`config.mk`:
```
export PLATFORM = sky130hd
export DESIGN_NAME = mole_round_controller_flat
export DESIGN_NICKNAME = d
export VERILOG_FILES = /design/src/rtl/mole_round_controller_if.sv /design/src/rtl/mole_round_controller.sv /design/src/flat_wrapper.sv
export SDC_FILE = /design/constraint.sdc
export NUM_CORES = 1
export LEC_CHECK = 0
export BUFFER_PORTS_ARGS = -buffer_cell sky130_fd_sc_hd__buf_2
export CORE_MARGIN = 4
export CORE_UTILIZATION = 55
export CTS_CLUSTER_SIZE = 16
export DETAILED_ROUTE_END_ITERATION = 12
export PLACE_DENSITY = 0.79
export SLEW_MARGIN = 20
export SYNTH_ARGS = -nofsm -noshare
export SYNTH_HDL_FRONTEND = slang
export SYNTH_SLANG_ARGS = --single-unit
```
`constraint.sdc`:
```
create_clock -name clk -period 15.7 [get_ports clk]
set_input_delay 3.14 -clock clk [delete_from_list [all_inputs] [get_ports clk]]
set_output_delay 3.14 -clock clk [all_outputs]
set_load 0.01 [all_outputs]
```
`src/rtl/mole_round_controller_if.sv`:
```
// Handshake bundle between the round controller, the mole generator, the
// debounced buttons and the display logic.
interface mole_round_controller_if #(
    parameter int NUM_HOLES  = 18,
    parameter int NUM_ROUNDS = 30,
    parameter int LIVES      = 3,
    parameter int SCORE_W    = 10
);
    localparam int LIVES_W = $clog2(LIVES + 1);
    localparam int ROUND_W = $clog2(NUM_ROUNDS + 1);

    logic                 start;
    logic [NUM_HOLES-1:0] buttons;
    logic [NUM_HOLES-1:0] mole_positions;
    logic                 mole_clk;
    logic [NUM_HOLES-1:0] active_moles;
    logic [SCORE_W-1:0]   score;
    logic [LIVES_W-1:0]   lives;
    logic [ROUND_W-1:0]   round;
    logic [7:0]           wrong_presses;
    logic                 busy;
    logic                 game_over;

    modport master (
        output start, buttons, mole_positions,
        input  mole_clk, active_moles, score, lives, round, wrong_presses, busy, game_over
    );

    modport slave (
        input  start, buttons, mole_positions,
        output mole_clk, active_moles, score, lives, round, wrong_presses, busy, game_over
    );
endinterface

```
`src/rtl/mole_round_controller.sv`:
```
// Whack-a-mole game sequencer: paces mole_clk, captures the mole bitmap,
// scores hits, charges lives for escapes and shortens each round's window.
module mole_round_controller #(
    parameter int NUM_HOLES     = 18,
    parameter int NUM_ROUNDS    = 30,
    parameter int LIVES         = 3,
    parameter int UP_START      = 50000000,
    parameter int UP_STEP       = 2500000,
    parameter int UP_MIN        = 12500000,
    parameter int GAP_CYCLES    = 25000000,
    parameter int CAPTURE_DELAY = 2,
    parameter int SCORE_W       = 10
) (
    input  logic                    clk,
    input  logic                    rst_n,
    mole_round_controller_if.slave  bus
);
    localparam int LIVES_W    = $clog2(LIVES + 1);
    localparam int ROUND_W    = $clog2(NUM_ROUNDS + 1);
    localparam int MAX_CNT    = (UP_START > GAP_CYCLES) ? UP_START : GAP_CYCLES;
    localparam int CNT_W      = $clog2(MAX_CNT + 1);
    localparam int PC_W       = $clog2(NUM_HOLES + 1);
    localparam int SCORE_MAX  = (1 << SCORE_W) - 1;
    localparam int STEP_FLOOR = UP_MIN + UP_STEP;

    typedef enum logic [1:0] {IDLE, SHOW, GAP, DONE} state_t;

    state_t               state_q, state_d;
    logic [CNT_W-1:0]     cnt_q, cnt_d;
    logic [CNT_W-1:0]     up_len_q, up_len_d;
    logic [NUM_HOLES-1:0] active_q, active_d;
    logic [NUM_HOLES-1:0] btn_prev_q;
    logic [SCORE_W-1:0]   score_q, score_d;
    logic [LIVES_W-1:0]   lives_q, lives_d;
    logic [ROUND_W-1:0]   round_q, round_d;
    logic [7:0]           wrong_q, wrong_d;
    logic                 mole_clk_q, mole_clk_d;
    logic                 busy_q, busy_d;
    logic                 game_over_q, game_over_d;
    logic [NUM_HOLES-1:0] new_press, hits;

    function automatic logic [PC_W-1:0] popcount(input logic [NUM_HOLES-1:0] v);
        logic [PC_W-1:0] c;
        c = '0;
        for (int i = 0; i < NUM_HOLES; i++) c = c + PC_W'(v[i]);
        return c;
    endfunction

    function automatic logic [SCORE_W-1:0] sat_add_score(input logic [SCORE_W-1:0] s,
                                                         input logic [PC_W-1:0]    n);
        int sum;
        sum = int'(s) + int'(n);
        return (sum > SCORE_MAX) ? SCORE_W'(SCORE_MAX) : SCORE_W'(sum);
    endfunction

    function automatic logic [7:0] sat_inc8(input logic [7:0] w);
        return (w == 8'hFF) ? w : w + 8'd1;
    endfunction

    // Compared in int so the subtraction can never wrap below the floor.
    function automatic logic [CNT_W-1:0] next_up_len(input logic [CNT_W-1:0] u);
        if (int'(u) >= STEP_FLOOR) return u - CNT_W'(UP_STEP);
        return CNT_W'(UP_MIN);
    endfunction

    always_comb begin
        state_d    = state_q;
        cnt_d      = cnt_q;
        up_len_d   = up_len_q;
        active_d   = active_q;
        score_d    = score_q;
        lives_d    = lives_q;
        round_d    = round_q;
        wrong_d    = wrong_q;
        mole_clk_d = mole_clk_q;
        new_press  = bus.buttons & ~btn_prev_q;
        hits       = new_press & active_q;

        case (state_q)
            IDLE, DONE: begin
                if (bus.start) begin
                    state_d    = SHOW;
                    cnt_d      = '0;
                    up_len_d   = CNT_W'(UP_START);
                    active_d   = '0;
                    score_d    = '0;
                    lives_d    = LIVES_W'(LIVES);
                    round_d    = '0;
                    wrong_d    = '0;
                    mole_clk_d = 1'b1;
                end
            end
            SHOW: begin
                cnt_d = cnt_q + CNT_W'(1);
                if (cnt_q == CNT_W'(CAPTURE_DELAY)) begin
                    active_d = bus.mole_positions;
                end else if (cnt_q > CNT_W'(CAPTURE_DELAY)) begin
                    score_d  = sat_add_score(score_q, popcount(hits));
                    active_d = active_q & ~hits;
                    if ((new_press & ~active_q) != '0) wrong_d = sat_inc8(wrong_q);
                end
                // active_d already reflects a final-cycle hit, so it is the escape set.
                if (cnt_q == up_len_q - CNT_W'(1)) begin
                    if (active_d != '0) lives_d = lives_q - LIVES_W'(1);
                    round_d    = round_q + ROUND_W'(1);
                    up_len_d   = next_up_len(up_len_q);
                    active_d   = '0;
                    cnt_d      = '0;
                    mole_clk_d = 1'b0;
                    state_d    = (lives_d == '0 || round_d == ROUND_W'(NUM_ROUNDS)) ? DONE : GAP;
                end
            end
            GAP: begin
                cnt_d = cnt_q + CNT_W'(1);
                if (cnt_q == CNT_W'(GAP_CYCLES - 1)) begin
                    state_d    = SHOW;
                    cnt_d      = '0;
                    mole_clk_d = 1'b1;
                end
            end
            default: state_d = IDLE;
        endcase

        busy_d      = (state_d == SHOW) || (state_d == GAP);
        game_over_d = (state_d == DONE);
    end

    always_ff @(posedge clk) begin
        if (!rst_n) begin
            state_q     <= IDLE;
            cnt_q       <= '0;
            up_len_q    <= CNT_W'(UP_START);
            active_q    <= '0;
            btn_prev_q  <= '0;
            score_q     <= '0;
            lives_q     <= LIVES_W'(LIVES);
            round_q     <= '0;
            wrong_q     <= '0;
            mole_clk_q  <= 1'b0;
            busy_q      <= 1'b0;
            game_over_q <= 1'b0;
        end else begin
            state_q     <= state_d;
            cnt_q       <= cnt_d;
            up_len_q    <= up_len_d;
            active_q    <= active_d;
            btn_prev_q  <= bus.buttons;
            score_q     <= score_d;
            lives_q     <= lives_d;
            round_q     <= round_d;
            wrong_q     <= wrong_d;
            mole_clk_q  <= mole_clk_d;
            busy_q      <= busy_d;
            game_over_q <= game_over_d;
        end
    end

    assign bus.mole_clk      = mole_clk_q;
    assign bus.active_moles  = active_q;
    assign bus.score         = score_q;
    assign bus.lives         = lives_q;
    assign bus.round         = round_q;
    assign bus.wrong_presses = wrong_q;
    assign bus.busy          = busy_q;
    assign bus.game_over     = game_over_q;
endmodule

```
`src/flat_wrapper.sv`:
```
// flat-port wrapper written by rule: the top's interface ports become plain ports
module mole_round_controller_flat 
#(
    parameter int NUM_HOLES     = 18,
    parameter int NUM_ROUNDS    = 30,
    parameter int LIVES         = 3,
    parameter int UP_START      = 50000000,
    parameter int UP_STEP       = 2500000,
    parameter int UP_MIN        = 12500000,
    parameter int GAP_CYCLES    = 25000000,
    parameter int CAPTURE_DELAY = 2,
    parameter int SCORE_W       = 10
)
  (clk, rst_n, bus_start, bus_buttons, bus_mole_positions, bus_mole_clk, bus_active_moles, bus_score, bus_lives, bus_round, bus_wrong_presses, bus_busy, bus_game_over);
  mole_round_controller_if #(.NUM_HOLES(NUM_HOLES), .NUM_ROUNDS(NUM_ROUNDS), .LIVES(LIVES), .SCORE_W(SCORE_W)) bus_i ();
  input  logic clk;
  input  logic rst_n;
  input wire logic [$bits(bus_i.start)-1:0] bus_start;
  input wire logic [$bits(bus_i.buttons)-1:0] bus_buttons;
  input wire logic [$bits(bus_i.mole_positions)-1:0] bus_mole_positions;
  output wire logic [$bits(bus_i.mole_clk)-1:0] bus_mole_clk;
  output wire logic [$bits(bus_i.active_moles)-1:0] bus_active_moles;
  output wire logic [$bits(bus_i.score)-1:0] bus_score;
  output wire logic [$bits(bus_i.lives)-1:0] bus_lives;
  output wire logic [$bits(bus_i.round)-1:0] bus_round;
  output wire logic [$bits(bus_i.wrong_presses)-1:0] bus_wrong_presses;
  output wire logic [$bits(bus_i.busy)-1:0] bus_busy;
  output wire logic [$bits(bus_i.game_over)-1:0] bus_game_over;
  assign bus_i.start = bus_start;
  assign bus_i.buttons = bus_buttons;
  assign bus_i.mole_positions = bus_mole_positions;
  assign bus_mole_clk = bus_i.mole_clk;
  assign bus_active_moles = bus_i.active_moles;
  assign bus_score = bus_i.score;
  assign bus_lives = bus_i.lives;
  assign bus_round = bus_i.round;
  assign bus_wrong_presses = bus_i.wrong_presses;
  assign bus_busy = bus_i.busy;
  assign bus_game_over = bus_i.game_over;
  mole_round_controller #(.NUM_HOLES(NUM_HOLES), .NUM_ROUNDS(NUM_ROUNDS), .LIVES(LIVES), .UP_START(UP_START), .UP_STEP(UP_STEP), .UP_MIN(UP_MIN), .GAP_CYCLES(GAP_CYCLES), .CAPTURE_DELAY(CAPTURE_DELAY), .SCORE_W(SCORE_W)) u_core (.clk(clk), .rst_n(rst_n), .bus(bus_i));
endmodule
```
==> results of run 1 <==
-- registers in the layout, summed over array words and instances, names as in the netlist --
register,flops
u_core.bus.active_moles,18
u_core.bus.mole_clk,1
u_core.up_len_q,21
u_core.bus.busy,1
u_core.bus.wrong_presses,8
u_core.bus.round,5
u_core.bus.score,10
u_core.btn_prev_q,18
u_core.bus.lives,2
u_core.state_q,2
u_core.cnt_q,26
u_core.bus.game_over,1
-- worst paths after layout --
kind | start | end | slack [ns] | depth (start not counted)
setup / recovery | bus_buttons[1] | u_core.bus.score[9]$_SDFFE_PN0P_ | 7.31 | 21
hold / removal | u_core.bus.wrong_presses[1]$_SDFFE_PN0P_ | u_core.bus.wrong_presses[1]$_SDFFE_PN0P_ | 0.51 | 2
setup reg to reg | u_core.bus.active_moles[1]$_SDFFE_PN0P_ | u_core.bus.score[9]$_SDFFE_PN0P_ | 9.68 | 20
hold reg to reg | u_core.bus.wrong_presses[1]$_SDFFE_PN0P_ | u_core.bus.wrong_presses[1]$_SDFFE_PN0P_ | 0.51 | 2
-- report_power, final --
group          total (mW)  switching (mW)  internal, mW
Sequential          0.301         0.00732         0.293
Combinational       0.103          0.0679        0.0355
Clock               0.381           0.144         0.237
-- worst min-delay path, delay by kind of cell (launching register included) --
kind / cells / cell delay [ns]
simple gates: 1 / 0.07
flops: 1 / 0.33
compound gates: 1 / 0.06
-- kinds of logic (layout without fill, tap and decap cells) --
kind of cell / count (synthesis) / count (layout) / synth area share
buffers and inverters: 104 / 172 / 0.05450
xor gates and xnor gates: 35 / 35 / 0.04010
adders and majority gates: 35 / 35 / 0.07005
DFF: 113 / 113 / 0.2959
AOI/OAI and AO/OA: 272 / 272 / 0.2452
and+or+nand+nor: 417 / 417 / 0.2943
-- layout make-up --
class | count | area (sq um) | share of cell area
inverter | 50 | 187.7 | 0.02155
clock inverter | 13 | 138.9 | 0.01595
tap | 176 | 220.2 | 0.02529
sequential | 113 | 2262 | 0.2598
multi-input combinational | 759 | 4991 | 0.5731
clock buffer | 19 | 442.9 | 0.05086
timing repair buffer | 90 | 465.4 | 0.05345
-- routing by layer --
metal,share of wire,up-vias,track usage
met5,0,-,0
met4,0.020,0,0.08770
met3,0.089,53,0.05588
met2,0.46,390,0.4520
met1,0.43,3689,0.3802
li1,-,3699,-
-- Yosys cell counts, drive strengths merged, types with 11 or more instances --
cell / n
a22oi: 16
clkbuf: 39
inv: 49
o21a: 11
o21ai: 50
o31ai: 11
and3: 17
nor3: 32
buf: 15
nor3b: 13
nand2: 85
and2: 23
a31oi: 14
or3: 14
a21o: 16
nor4: 31
nand2b: 20
nand3b: 16
nor2: 81
ha: 22
dfxtp: 113
xor2: 16
nand3: 31
a21oi: 58
nand4: 17
xnor2: 19
fa: 13
-- per-stage QoR --
stage            util  hold slack, ns
2_1_floorplan       -          0.4659
3_3_place_gp   0.6060          0.4855
5_1_grt        0.6499          0.5343
6_report       0.6499          0.5078
3_5_place_dp   0.6060          0.4913
4_1_cts        0.6494          0.4995
==> results.json, run 1 <==
{
  "syn_area_sq_um": 7645,
  "worst_path_max_delay_cell": "fa_1",
  "die_w_microns": 125.9,
  "netlist.area_leader.share": 0.2959,
  "finalSetupTns_ns": 0,
  "yosysUniqueCellTypes": 75,
  "worst_pin_slew_ns": 1.187,
  "worstSetupEndpointType": "flop",
  "ant_nets": 0,
  "grt.overflow.total": 0,
  "worst-path-buf-inv": 3,
  "max_freq_mhz": 119.2,
  "ios": 85,
  "clk_latency_ns": 0.44,
  "hold_viol": 0,
  "grt_pass1_vias": 7378,
  "hpwl_microns": 15940,
  "slew_headroom": 0.2040,
  "diodes": 0,
  "async_flop_share": 0,
  "post_cts_buffers": 0,
  "clk_pin_slew_ns": 0.06,
  "synth_enable_flop_cells": 0,
  "setup_slack_ns": 7.312,
  "wl_microns": 22780,
  "ys_ff_latch": 113,
  "numPortBuffers": 84,
  "avgSynthCellArea_sq_um": 7.833,
  "cp_top_family": "adder cells",
  "post-synth-top-area-cell": "dfxtp_1",
  "p_leak_nw": 3.444,
  "cts_tree": "built",
  "layout_commonest_cell": "dfxtp_1",
  "finalNonFillerCells": 1220,
  "start_kind": "input pin",
  "rsz0062_at_grt": "no",
  "skew_ns": 0.01026,
  "initial_core_util": 0.5705,
  "grt_first_pass_wirelength_microns": 37010,
  "powerDensity_nw_per_um2": 90.15,
  "fin_crit_sh": 0.5343,
  "ctsResizeCount": 0,
  "most-common-layout-cells": "dfxtp_1 (113), nand2_1 (85), buf_2 (84), nor2_1 (81), a21oi_1 (58)",
  "drt-initial-drc-count": 945,
  "htreeDepth": 4,
  "ctsHoldBuffers": 0,
  "crit_fanout": 4,
  "gr-usage-all-layers": 0.2804,
  "period_minus_slack_ns": 8.388,
  "hold_class": "flop to flop",
  "crit_top_cell": "fa_1",
  "via_per_inst": 6.419,
  "finalPower_mw": 0.7851,
  "synth_area_leaders": "dfxtp_1 (30%), nand2_1 (4.2%), nor2_1 (4.0%)",
  "die_h_microns": 125.9,
  "ys_warn_count": 0,
  "crit_arrival_ns": 8.73,
  "drive_gt1_frac": 0.1427,
  "fin_area_sq_um": 8708,
  "required_ns": 16.04,
  "outcome": "finished, final reports clean",
  "rows": 42,
  "critPathMaxStageDelay_ns": 0.55,
  "ys.flop_type": "dfxtp_1",
  "gp_congestion": 0.9332,
  "clk_path_buf_depth": 2,
  "wl_per_cell_microns": 18.67,
  "antenna_found_initial": 0,
  "vias": 7831,
  "peakVddDrop_mv": 0.08554,
  "dp_cells": 1188,
  "n_fill_cell": 1140,
  "syn_inst": 976,
  "areaGrowthSynthToFinish_pct": 13.91,
  "drc": 0,
  "die-area_sq_um": 15850,
  "cap_violations": 0,
  "cts_made_buffers": 17,
  "ys_seq_area_frac": 0.2959,
  "placed_area_sq_um": 8120,
  "setup_viol": 0,
  "nets": 1105,
  "drt_first_pass_iters": 6,
  "syn-num-nets": 1050,
  "coreArea_sq_um": 13400,
  "grt_max_degree": 42,
  "root_buffer": "clkbuf_16",
  "path_class": "input pin to flop",
  "drv_slew": 0,
  "cts_sinks": 113,
  "dp_slack_ns": 6.882,
  "path_cells": "buf_2 -> nand2b_1 -> nor2_1 -> ha_1 -> inv_1 -> fa_1 -> fa_1 -> fa_1 -> fa_1 -> fa_1 -> fa_1 -> inv_1 -> ha_1 -> a21o_1 -> a21o_1 -> a21o_1 -> a21o_1 -> and3_1 -> and3_1 -> a31o_2 -> a221oi_1"
}
(Power assumes the default switching activity.)
==> run 2, diff against run 1 <==
Settings changed: ABC_AREA set to 1, PLACE_DENSITY 0.79 to 0.78.
Clock period 15.7 ns to 8.2 ns, I/O delays scaled along.
==> results.json, run 2 <==
{
  "outcome": "finished, final reports clean",
  "initial_core_util": 0.5673,
  "cts_sinks": 113,
  "diodes": 0,
  "avgSynthCellArea_sq_um": 6.353,
  "largest_registers": "u_core.cnt_q x26, u_core.up_len_q x21",
  "clk_latency_ns": 0.43,
  "drive_gt1_frac": 0.1261,
  "grt_first_pass_wirelength_microns": 35020,
  "clk_pin_slew_ns": 0.06,
  "hold_viol": 0,
  "syn_inst": 1249,
  "layout_commonest_cell": "nand2_1",
  "worst_pin_slew_ns": 1.011,
  "wl_per_cell_microns": 14.18,
  "crit_fanout": 5,
  "antenna_found_initial": 0,
  "max_freq_mhz": 147.8,
  "clk_path_buf_depth": 2,
  "gr-usage-all-layers": 0.2638,
  "cts_made_buffers": 17,
  "yosysUniqueCellTypes": 53,
  "ys_seq_area_frac": 0.2851,
  "htreeDepth": 4,
  "crit_arrival_ns": 7.12,
  "ant_nets": 0,
  "rows": 43,
  "drc": 0,
  "grt_max_degree": 45,
  "most-common-layout-cells": "nand2_1 (332), inv_1 (170), nor2_1 (153), dfxtp_1 (113), a21oi_1 (85)",
  "peakVddDrop_mv": 0.1606,
  "ios": 85,
  "hpwl_microns": 15600,
  "ys.flop_type": "dfxtp_1",
  "drt_first_pass_iters": 6,
  "synth_area_leaders": "dfxtp_1 (29%), nand2_1 (16%), inv_1 (8.0%)",
  "ys_ff_latch": 113,
  "drt-initial-drc-count": 789,
  "die_h_microns": 128.1,
  "fin_crit_sh": 0.8251,
  "numPortBuffers": 84,
  "ctsResizeCount": 0,
  "wl_microns": 21320,
  "slew_headroom": 0.3238,
  "ys_warn_count": 0,
  "grt_pass1_vias": 7383,
  "async_flop_share": 0,
  "start_kind": "input pin",
  "finalSetupTns_ns": 0,
  "netlist.area_leader.share": 0.2851,
  "vias": 8092,
  "finalPower_mw": 1.491,
  "yosysMostFrequentCell": "nand2_1",
  "hold_class": "flop to flop",
  "syn_area_sq_um": 7935,
  "post-route-util": 0.6406,
  "die-area_sq_um": 16410,
  "powerDensity_nw_per_um2": 166.4,
  "path_class": "input pin to flop",
  "rsz0062_at_grt": "no",
  "synthTopCellsByCount": "nand2_1 (332), inv_1 (170), nor2_1 (154)",
  "cap_violations": 0,
  "setup_viol": 0,
  "skew_ns": 0.008357,
  "gp_congestion": 0.9216,
  "largest_register": "u_core.cnt_q",
  "p_leak_nw": 4.130,
  "ctsHoldBuffers": 0,
  "coreArea_sq_um": 13990,
  "grt.overflow.total": 0,
  "synth_enable_flop_cells": 0,
  "required_ns": 8.56,
  "areaGrowthSynthToFinish_pct": 12.93,
  "die_w_microns": 128.1,
  "syn-num-nets": 1323,
  "drv_slew": 0,
  "period_minus_slack_ns": 6.766,
  "cts_tree": "built",
  "worstSetupEndpointType": "flop",
  "post_cts_buffers": 0,
  "post-synth-top-area-cell": "dfxtp_1",
  "via_per_inst": 5.380,
  "root_buffer": "clkbuf_16",
  "nets": 1385,
  "largest_reg_flops": 26
}
[run 2: layout make-up]
type	instances	area, sq um
Tap cell	180	225.2
Clock inverter	14	131.4
Sequential cell	113	2262
Timing Repair Buffer	86	435.4
Clock buffer	18	439.2
Multi-Input combinational cell	912	4788
Fill cell	1312	5027
Inverter	181	679.4
[run 2: metrics by stage]
stage	hold WS (ns)	worst slack [ns]	instance area, sq um	std cells
2_1_floorplan	0.4573	1.647	7935	1249
3_3_place_gp	0.4570	1.155	8391	1472
4_1_cts	0.4692	1.467	8961	1504
6_report	0.4681	1.434	8961	1504
3_5_place_dp	0.4615	1.069	8391	1472
5_1_grt	0.5030	0.9851	8961	1504
[run 2: path summary, 6_finish.rpt]
check	start	end	slack [ns]	cells past startpoint
worst min-delay path	u_core.bus.mole_clk$_SDFFE_PN0P_	u_core.bus.mole_clk$_SDFFE_PN0P_	0.47	2
worst max-delay path	bus_buttons[1]	u_core.bus.score[4]$_SDFFE_PN0P_	1.43	23
worst max register to register	u_core.bus.active_moles[1]$_SDFFE_PN0P_	u_core.bus.score[4]$_SDFFE_PN0P_	2.31	22
worst min register to register	u_core.bus.mole_clk$_SDFFE_PN0P_	u_core.bus.mole_clk$_SDFFE_PN0P_	0.47	2
[run 2: routing by layer]
metal  wire length [microns]  share of wire  global-route usage  up-vias
met5                       0              0                   0        -
met4                     621          0.029             0.09176        0
met3                    1422          0.067             0.05708       44
met2                   10060           0.47              0.4442      302
met1                    9217           0.43              0.3339     3654
li1                        -              -                   -     4092
[run 2: cell families after synthesis]
logic type,count (synthesis),synth area share
compound gates,179,0.1271
xor+xnor,46,0.05172
fa+ha+maj,35,0.06749
buf+inv,224,0.1118
flops,113,0.2851
simple gates,652,0.3568
[run 2: power breakdown]
group | leakage [nW] | internal (mW) | total, mW | switching [mW]
Sequential | 0.919 | 0.565 | 0.583 | 0.0179
Combinational | 2.95 | 0.0580 | 0.195 | 0.137
Clock | 0.258 | 0.427 | 0.713 | 0.287
Total | 4.13 | 1.05 | 1.49 | 0.441
[run 2: critical path, stage by stage]
cell     delay (ns)
buf_2          0.09
inv_1          0.05
nor3_1         0.16
ha_1           0.26
inv_1          0.08
fa_1           0.47
fa_1           0.58
fa_1           0.46
fa_1           0.49
fa_1           0.44
fa_1           0.49
fa_1           0.45
nor2_1         0.12
nand2_1        0.07
a21oi_1        0.17
o21ai_0        0.13
inv_1          0.12
nand3_1        0.11
nor2_1         0.26
inv_1          0.14
o21ai_0        0.10
nand2_1        0.08
a21oi_1        0.14
==> run 3, diff against run 2 <==
Clock period 8.2 ns to 6.7 ns, I/O delays scaled along.
==> results.json, run 3 (synthesis results as in run 2) <==
{
  "outcome": "finished, final reports clean",
  "vias": 8118,
  "drive_gt1_frac": 0.1281,
  "placed_area_sq_um": 8413,
  "r2r_cells": 22,
  "grt.overflow.total": 0,
  "setup_viol": 0,
  "worstSetupEndpointType": "flop",
  "grt_pass1_vias": 7549,
  "die_h_microns": 128.1,
  "root_buffer": "clkbuf_16",
  "wl_microns": 21480,
  "period_minus_slack_ns": 6.360,
  "rsz0062_at_grt": "no",
  "peakVddDrop_mv": 0.2298,
  "ios": 85,
  "gr-usage-all-layers": 0.2641,
  "gp_congestion": 0.9252,
  "grt_first_pass_wirelength_microns": 35160,
  "required_ns": 7.06,
  "initial_core_util": 0.5673,
  "fin_area_sq_um": 9011,
  "dp_cells": 1475,
  "p_leak_nw": 4.167,
  "rows": 43,
  "grt_max_degree": 40,
  "cap_violations": 0,
  "finalPower_mw": 1.867,
  "hpwl_microns": 15780,
  "slew_headroom": 0.2924,
  "hold_class": "flop to flop",
  "die_w_microns": 128.1,
  "most-common-layout-cells": "nand2_1 (332), inv_1 (170), nor2_1 (152), dfxtp_1 (113), a21oi_1 (85)",
  "hold_end": "u_core.bus.mole_clk$_SDFFE_PN0P_",
  "finalNonFillerCells": 1507,
  "layout_commonest_cell": "nand2_1",
  "max_freq_mhz": 157.2,
  "crit-reg2reg-capture": "u_core.bus.score[4]$_SDFFE_PN0P_",
  "timing.rr.start": "u_core.bus.active_moles[1]$_SDFFE_PN0P_",
  "numPortBuffers": 84,
  "r2r_setup_slack_ns": 0.90,
  "largest_registers": "u_core.cnt_q x26, u_core.up_len_q x21",
  "cts_sinks": 113,
  "drc": 0,
  "cts_made_buffers": 17,
  "cts_tree": "built",
  "drv_slew": 0,
  "clk_pin_slew_ns": 0.06,
  "clk_path_buf_depth": 2,
  "fin_crit_sh": 0.9492,
  "min_path_cells": 2,
  "skew_ns": 0.01164,
  "start_kind": "input pin",
  "hold_viol": 0,
  "ctsHoldBuffers": 0,
  "drt_first_pass_iters": 6,
  "path_class": "input pin to flop",
  "wl_per_cell_microns": 14.26,
  "dp_slack_ns": -0.03692,
  "crit_arrival_ns": 6.72,
  "die-area_sq_um": 16410,
  "areaGrowthSynthToFinish_pct": 13.56,
  "coreArea_sq_um": 13990,
  "antenna_found_initial": 0,
  "diodes": 0,
  "htreeDepth": 4,
  "clk_latency_ns": 0.43,
  "powerDensity_nw_per_um2": 207.2,
  "largest_register": "u_core.cnt_q",
  "largest_reg_flops": 26,
  "hp-start": "u_core.bus.mole_clk$_SDFFE_PN0P_",
  "setup_slack_ns": 0.3400,
  "ant_nets": 0,
  "worst_pin_slew_ns": 1.058,
  "drt-initial-drc-count": 573,
  "via_per_inst": 5.387,
  "nets": 1388,
  "crit_fanout": 4
}
run 3: cell count changes in the layout (fill, tap and decap cells not counted):
cell	delta
clkinvlp_4	-4
buf_4	+3
clkinv_4	+3
bufinv_16	+1
clkbuf_1	+1
clkinv_2	-1
nor2_1	-1
nor2_2	+1
run 3: worst max-delay path, stage by stage:
cell	delay, ns
buf_2	0.09
inv_1	0.05
nor3_1	0.17
ha_1	0.27
inv_1	0.07
fa_1	0.46
fa_1	0.59
fa_1	0.45
fa_1	0.49
fa_1	0.43
fa_1	0.49
fa_1	0.43
nor2_1	0.12
nand2_1	0.08
a21oi_1	0.19
o21ai_0	0.14
inv_1	0.12
nand3_1	0.11
nor2_2	0.19
inv_1	0.12
o21ai_0	0.12
nand2_1	0.08
a21oi_1	0.13
run 3: worst max path at each step:
stage                                                   to  cells after the start            from
after floorplan           u_core.bus.score[4]$_SDFFE_PN0P_                     22  bus_buttons[1]
after global placement    u_core.bus.score[4]$_SDFFE_PN0P_                     23  bus_buttons[1]
after detailed placement  u_core.bus.score[4]$_SDFFE_PN0P_                     23  bus_buttons[1]
after CTS                 u_core.bus.score[4]$_SDFFE_PN0P_                     23  bus_buttons[1]
after global routing      u_core.bus.score[4]$_SDFFE_PN0P_                     23  bus_buttons[1]
final                     u_core.bus.score[4]$_SDFFE_PN0P_                     23  bus_buttons[1]
run 3: layer usage:
metal  wire length (microns)  global-route usage  up-vias
met2                   10220              0.4442      295
met3                    1379             0.05292       52
li1                        -                   -     4082
met4                     709              0.1236        0
met5                       0                   0        -
met1                    9171              0.3240     3689
run 3: where the power goes:
part           switching [mW]  internal [mW]  total [mW]
clock network           0.350          0.563       0.912
registers              0.0221          0.692       0.714
logic                   0.170         0.0710       0.241
total                   0.541           1.33        1.87
run 3: per-stage QoR:
stage / setup TNS [ns] / hold slack, ns / util
3_5_place_dp: -0.08289 / 0.4689 / 0.6014
6_report: 0 / 0.4701 / 0.6442
5_1_grt: 0 / 0.5131 / 0.6442
3_3_place_gp: 0 / 0.4564 / 0.6014
2_1_floorplan: 0 / 0.4573 / -
4_1_cts: 0 / 0.4767 / 0.6440
run 3: cell type report:
cell class                 count  area [sq um]
clock buffer                  19         442.9
clock inverter                13         152.6
fill                        1273          4977
inverter                     181         679.4
multi-input combinational    912          4791
sequential                   113          2262
tap                          180         225.2
timing repair buffer          89         457.9
run 3: repair_timing:
| item | 4_1_cts | 5_1_grt |
|---|---|---|
| buffers inserted | 0 | 0 |
| resized for setup | 0 | 1 |
| setup endpoints to repair | 0 | 4 |
